**src/rtl/timer_core_pkg.sv**
```systemverilog
// Shared state encoding, limits and preset clamp helpers
// for the two-mode mm:ss timer.
package timer_core_pkg;

  typedef enum logic [1:0] {
    ST_IDLE  = 2'd0,
    ST_RUN   = 2'd1,
    ST_PAUSE = 2'd2,
    ST_DONE  = 2'd3
  } state_t;

  localparam logic [5:0] SEC_MAX   = 6'd59;
  localparam logic       MODE_UP   = 1'b0;
  localparam logic       MODE_DOWN = 1'b1;

  function automatic logic [6:0] clamp_min(
    input logic [6:0] v,
    input logic [6:0] lim
  );
    return (v > lim) ? lim : v;
  endfunction

  function automatic logic [5:0] clamp_sec(
    input logic [5:0] v
  );
    return (v > SEC_MAX) ? SEC_MAX : v;
  endfunction

endpackage

```
**src/rtl/timer_core_sec_tick_gen.sv**
```systemverilog
// One-second tick divider; runs only while enabled and
// restarts from zero whenever the enable drops.
module sec_tick_gen #(
  parameter int TICK_DIV = 50000000
) (
  input  logic Clk,
  input  logic RstN,
  input  logic En,
  output logic Tick
);

  localparam int W =
    (TICK_DIV > 1) ? $clog2(TICK_DIV) : 1;
  localparam logic [W-1:0] LAST = W'(TICK_DIV - 1);

  logic [W-1:0] r_cnt;
  logic         w_last;

  assign w_last = (r_cnt == LAST);
  assign Tick   = En & w_last;

  always_ff @(posedge Clk or negedge RstN) begin
    if (!RstN) begin
      r_cnt <= '0;
    end else if (!En || w_last) begin
      r_cnt <= '0;
    end else begin
      r_cnt <= r_cnt + 1'b1;
    end
  end

endmodule

```
**src/rtl/timer_core.sv**
```systemverilog
// Counting engine of the two-mode timer: elapsed mm:ss
// counter, run/pause FSM and remaining-time display path.
module timer_core
  import timer_core_pkg::*;
#(
  parameter int TICK_DIV = 50000000,
  parameter int MAX_MIN  = 99
) (
  input  logic       Clk,
  input  logic       RstN,
  input  logic       StartStop,
  input  logic       Clear,
  input  logic       ModeIn,
  input  logic [6:0] PresetMin,
  input  logic [5:0] PresetSec,
  output logic [7:0] MSBBinary,
  output logic [7:0] LSBBinary,
  output logic       ModeSel,
  output logic       Running,
  output logic       Done
);

  localparam logic [6:0] MIN_MAX = 7'(MAX_MIN);

  logic r_ss;
  logic r_clr;
  logic w_ss_ev;
  logic w_clr_ev;

  assign w_ss_ev  = StartStop & ~r_ss;
  assign w_clr_ev = Clear & ~r_clr;

  always_ff @(posedge Clk or negedge RstN) begin
    if (!RstN) begin
      r_ss  <= 1'b0;
      r_clr <= 1'b0;
    end else begin
      r_ss  <= StartStop;
      r_clr <= Clear;
    end
  end

  state_t     r_state;
  state_t     w_nstate;
  logic [6:0] r_min;
  logic [6:0] w_nmin;
  logic [5:0] r_sec;
  logic [5:0] w_nsec;
  logic       r_mode;
  logic       w_nmode;
  logic [6:0] r_pmin;
  logic [6:0] w_npmin;
  logic [5:0] r_psec;
  logic [5:0] w_npsec;

  logic       w_run_st;
  logic       w_tick;

  assign w_run_st = (r_state == ST_RUN);

  sec_tick_gen #(
    .TICK_DIV (TICK_DIV)
  ) u_tick (
    .Clk  (Clk),
    .RstN (RstN),
    .En   (w_run_st),
    .Tick (w_tick)
  );

  logic [6:0] w_cmin;
  logic [5:0] w_csec;
  logic       w_czero;

  assign w_cmin  = clamp_min(PresetMin, MIN_MAX);
  assign w_csec  = clamp_sec(PresetSec);
  assign w_czero = (w_cmin == 7'd0) && (w_csec == 6'd0);

  logic       w_wrap;
  logic [6:0] w_imin;
  logic [5:0] w_isec;
  logic       w_term;

  assign w_wrap = (r_sec == SEC_MAX);
  assign w_isec = w_wrap ? 6'd0 : r_sec + 6'd1;
  assign w_imin = w_wrap ? r_min + 7'd1 : r_min;

  // Down mode stops at the latched preset, up mode at the ceiling.
  assign w_term = (r_mode == MODE_DOWN)
    ? ((w_imin == r_pmin) && (w_isec == r_psec))
    : ((w_imin == MIN_MAX) && (w_isec == SEC_MAX));

  always_ff @(posedge Clk or negedge RstN) begin
    if (!RstN) begin
      r_state <= ST_IDLE;
      r_min   <= '0;
      r_sec   <= '0;
      r_mode  <= MODE_UP;
      r_pmin  <= '0;
      r_psec  <= '0;
    end else begin
      r_state <= w_nstate;
      r_min   <= w_nmin;
      r_sec   <= w_nsec;
      r_mode  <= w_nmode;
      r_pmin  <= w_npmin;
      r_psec  <= w_npsec;
    end
  end

  always_comb begin
    w_nstate = r_state;
    w_nmin   = r_min;
    w_nsec   = r_sec;
    w_nmode  = r_mode;
    w_npmin  = r_pmin;
    w_npsec  = r_psec;
    if (w_clr_ev) begin
      w_nstate = ST_IDLE;
      w_nmin   = '0;
      w_nsec   = '0;
    end else begin
      unique case (r_state)
        ST_IDLE: begin
          w_nmin  = '0;
          w_nsec  = '0;
          w_nmode = ModeIn;
          if (w_ss_ev) begin
            w_npmin  = w_cmin;
            w_npsec  = w_csec;
            w_nstate = ((ModeIn == MODE_DOWN) && w_czero)
              ? ST_DONE : ST_RUN;
          end
        end
        ST_RUN: begin
          if (w_tick) begin
            w_nmin = w_imin;
            w_nsec = w_isec;
          end
          if (w_tick && w_term) begin
            w_nstate = ST_DONE;
          end else if (w_ss_ev) begin
            w_nstate = ST_PAUSE;
          end
        end
        ST_PAUSE: begin
          if (w_ss_ev) begin
            w_nstate = ST_RUN;
          end
        end
        ST_DONE: begin
          w_nstate = ST_DONE;
        end
      endcase
    end
  end

  logic [6:0] w_rmin;
  logic [5:0] w_rsec;

  // Remaining = preset - elapsed; elapsed never exceeds preset.
  always_comb begin
    if (r_psec >= r_sec) begin
      w_rsec = r_psec - r_sec;
      w_rmin = r_pmin - r_min;
    end else begin
      w_rsec = 6'(7'(r_psec) + 7'd60 - 7'(r_sec));
      w_rmin = r_pmin - r_min - 7'd1;
    end
  end

  logic [7:0] r_msb;
  logic [7:0] r_lsb;
  logic       r_modesel;
  logic       r_running;
  logic       r_done;

  always_ff @(posedge Clk or negedge RstN) begin
    if (!RstN) begin
      r_msb     <= '0;
      r_lsb     <= '0;
      r_modesel <= 1'b0;
      r_running <= 1'b0;
      r_done    <= 1'b0;
    end else begin
      if (r_state == ST_IDLE) begin
        r_msb <= '0;
        r_lsb <= '0;
      end else if (r_mode == MODE_DOWN) begin
        r_msb <= {1'b0, w_rmin};
        r_lsb <= {2'b0, w_rsec};
      end else begin
        r_msb <= {1'b0, r_min};
        r_lsb <= {2'b0, r_sec};
      end
      r_modesel <= r_mode;
      r_running <= (r_state == ST_RUN);
      r_done    <= (r_state == ST_DONE);
    end
  end

  assign MSBBinary = r_msb;
  assign LSBBinary = r_lsb;
  assign ModeSel   = r_modesel;
  assign Running   = r_running;
  assign Done      = r_done;

endmodule

```
**config.mk**
```make
export PLATFORM = sky130hd
export DESIGN_NAME = timer_core
export DESIGN_NICKNAME = d
export VERILOG_FILES = /design/src/rtl/timer_core_pkg.sv /design/src/rtl/timer_core_sec_tick_gen.sv /design/src/rtl/timer_core.sv
export SDC_FILE = /design/constraint.sdc
export NUM_CORES = 1
export LEC_CHECK = 0
export ABC_AREA = 1
export CORE_MARGIN = 2
export CORE_UTILIZATION = 60
export CTS_BUF_LIST = sky130_fd_sc_hd__clkbuf_8
export CTS_CLUSTER_DIAMETER = 120
export CTS_CLUSTER_SIZE = 14
export DETAILED_ROUTE_END_ITERATION = 8
export PLACE_DENSITY = 0.84
export SYNTH_ARGS = -nofsm -noshare
export SYNTH_HDL_FRONTEND = slang
export SYNTH_SLANG_ARGS = --single-unit
```
**constraint.sdc**
```tcl
create_clock -name Clk -period 2.4 [get_ports Clk]
set_input_delay 0.72 -clock Clk [delete_from_list [all_inputs] [get_ports Clk]]
set_output_delay 0.72 -clock Clk [all_outputs]
set_load 0.02 [all_outputs]
```
==> results.md <==
- Area share of the largest cell type after synthesis: between 30% and 40%
- Post-Layout Cell Count: 760
- # nets final: 699
- Seq cells post-synth: 73
- Initial Util: a little over 60%
- CTS tree: built
- Synth cell count leaders: 105 x nand2_1, 94 x inv_1, 73 x dfrtp_1, 49 x nand3_1, 48 x nor2_1
- Total Die Area: between 8000 and 9000 um2
- Power per cell area: between 700 and 800 nW/um2
- Share of cells above drive strength 1: 12.2%
- Area share of fa/ha/maj cells after synthesis: 8.05%
- Largest family of logic cells by synthesized area: simple AND/OR/NAND/NOR gates
- Die X: 92.8 um
- Total power: roughly 4.4 mW
- Worst-path cell chain: inv_1 -> ha_1 -> ha_1 -> inv_1 -> fa_1 -> o21ai_1 -> xor2_1 -> o21ai_0 -> o22ai_1 -> nor2_1
- Fill count: around 600
- Simple-gate area share of the yosys netlist: roughly 28%
- Hold Vio Cnt, Final: 0
- Crit Path Max Fanout: 5
- Xor/xnor share of the synthesized area: under 10%
- Top-count cell post-synth: nand2_1
- Routability cong.: 0.907
- Synth Area in Compound Gates: 12.1%
- Wire per inst: 14.6 um
- Hpwl dp: about 8.4 mm
- Initial antenna violation count: 0
- Final wirelength: 11.1 mm
- Post-synth cell types: 49
- WP data arrival: 2.49 ns
- Mapped Area: around 4700 um2
- Switching part of the total power: between 30% and 40%
- Post-Place Cell Area: around 5200 um2
- CTS Buf Count: 9
- Top sig layer: met4
- Worst Skew: 0.0128 ns
- Status: finished clean
- I/O Buffers: 33
- Largest net degree at the start of global routing: 74
- Top post-synthesis cells by area: dfrtp_1 39%, nand2_1 8.3%, inv_1 7.5%, ha_1 6.4%, nand3_1 5.2%
- Crit end category: flop
- Vias in the first global route: 4176
- Crit Path Category: flop to flop
- Die Ht: about 93 um
- Seq pwr share: a little over a third
- Dpl cells: approximately 740
- # hold bufs at CTS: 0
- Crit path largest cell delay: between 0.4 and 0.5 ns
- Avg Vias per Cell: roughly 5.6
- Clk network pwr share: between 20% and 30%
- Longest Clk Path Bufs: 2
- Slowest CP cell: dfrtp_2
- Antenna diode count: 0
- I/O pin count: 37
- Pint: 2.74 mW
- Actual slew at the worst max-slew pin: about 0.57 ns
- WHS: ~0.35 ns
- ANT nets after route: 0
- TritonCTS Sinks: 73
- Final Cycle Share: 93.9%
- Yosys warning count: 0
- Clk root buf: clkbuf_8
- Min Tclk post-route: 2.25 ns
- Clk pin slew, worst setup/hold paths: about 0.08 ns
- Clock latency on the worst-skew pair: between 0.3 and 0.4 ns
- Asr flop ratio synth: 100%
- Multi-input combinational cell area: 2480 um2
- Syn avg cell area: between 7 and 8 um2
- Setup-failing EPs final: 0
- DRC Markers: 0
- FF/Latch Area: approximately 1800 um2
- Mux contribution to synthesized area: 0%
- VDD IR max: 499 uV
- Area grow syn2layout: 16.9%
- Max-cap violations: 0
- Fmax: 0.444 GHz
- Initial DRC count: between 300 and 400
- Register area share after synthesis: between 30 and 40%
- Slew HR: 61.8%
- Mapped Cells: about 600
- Fin. max-slew vios: 0
- Final instance area: between 5000 and 6000 um2
- WL met3: about 740 um
- WL met1: ~5.2 mm
- GRT overflow: 0
- Nature of the critical path startpoint: flop
- Post-synth top area cell: dfrtp_1
- Vias: approximately 4.3k
- Logic pwr share: 37.4%
- CP Data Required Time: 2.64 ns
- Post-synth top flop: dfrtp_1
- EDFF count, synth: 0
- Gr usage total: ~28%
- Worst min-delay path class: input port to async pin
- First-pass GRT wire length: around 19 mm
- Core area: roughly 7700 um2
- Initial DRT Pass Iterations: 5
- Psw: roughly 1.6 mW
- H-tree levels: 3
- WL met2: about 4.9 mm
- # rows: 32
- P_leak: around 2.6 nW
[cell families after synthesis]
| logic type | Yosys count |
|---|---|
| AND/OR/NAND/NOR | 275 |
| adder cells (fa/ha/maj) | 28 |
| buffers and inverters | 112 |
| flip-flops | 73 |
| AO/OA/AOI/OAI | 96 |
| other | 1 |
| XOR/XNOR | 18 |
[worst max-delay path: cells and delay by family (launching register included)]
family                   cells  cell delay (ns)
adder cells (fa/ha/maj)      3             0.90
buffers and inverters        2             0.17
flip-flops                   1             0.41
AO/OA/AOI/OAI                3             0.45
AND/OR/NAND/NOR              1             0.06
XOR/XNOR                     1             0.14
[state kept, by name (all words and copies together) (netlist names), 2 cells and up]
register	flops
MSBBinary	7
u_tick.r_cnt	26
r_state	2
r_pmin	7
r_min	7
r_psec	6
r_sec	6
LSBBinary	6
[power groups by stage]
stage | clock, mW | sequential [mW] | combinational (mW)
final | 1.18 | 1.54 | 1.63
after global routing | 1.24 | 1.56 | 1.81
after CTS | 1.18 | 1.54 | 1.59
after global placement | 0 | 1.56 | 1.53
after floorplan | 0 | 1.59 | 1.02
after detailed placement | 0 | 1.56 | 1.57
[layout by cell type (no fill, tap or decap), types with 4 or more instances in the layout]
cell type / instances
a211oi_1: 4
a21oi_1: 31
a31oi_1: 4
buf_4: 17
clkbuf_8: 9
clkdlybuf4s50_1: 32
clkinv_4: 4
dfrtp_1: 71
ha_1: 23
inv_1: 94
nand2_1: 105
nand2_2: 9
nand3_1: 49
nand4_1: 12
nor2_1: 45
nor2_2: 9
nor2_4: 4
nor3_1: 16
nor3_2: 5
nor3b_1: 5
nor4_1: 4
o211ai_1: 6
o21ai_0: 18
o21bai_1: 4
o22ai_1: 14
xnor2_1: 5
xor2_1: 13
[metrics by stage]
step,setup slack (ns),utilization [%],TNS [ns]
4_1_cts,0.0228,71.4,0
5_1_grt,-0.00794,71.9,-0.00794
3_5_place_dp,0.0416,68.2,0
2_1_floorplan,0.255,-,0
3_3_place_gp,0.158,68.2,0
6_report,0.147,71.9,0
[worst paths after layout]
| check | from | depth (start not counted) | to | slack, ns |
|---|---|---|---|---|
| worst min register to register | u_tick.r_cnt[0] | 1 | u_tick.r_cnt[0] | 0.49 |
| worst max register to register | r_sec[1] | 10 | LSBBinary[5] | 0.15 |
| worst min-delay path | RstN | 2 | r_psec[2] | 0.35 |
| worst max-delay path | r_sec[1] | 10 | LSBBinary[5] | 0.15 |
| max in group asynchronous | RstN | 2 | LSBBinary[2] | 1.71 |
| min in group Clk | u_tick.r_cnt[0] | 1 | u_tick.r_cnt[0] | 0.49 |
[metal layers]
metal | vias to the layer above | track usage [%]
met5 | - | 0
met2 | 149 | 44.3
met4 | 0 | 10.8
met1 | 1999 | 39.6
met3 | 20 | 3.25
li1 | 2089 | -
[layout make-up]
cell class,count,share of cell area (%)
Clock inverter,7,2.17
Multi-Input combinational cell,420,44.8
Timing Repair Buffer,51,8.56
Inverter,98,6.77
Clock buffer,9,2.24
Tap cell,102,2.31
Sequential cell,73,33.1
[what timing repair did]
action | in CTS | in global routing
resized for setup | 0 | 12
endpoints found under the setup margin | 0 | 7
buffers inserted | 0 | 1
Power figures use the tool's default switching activity.
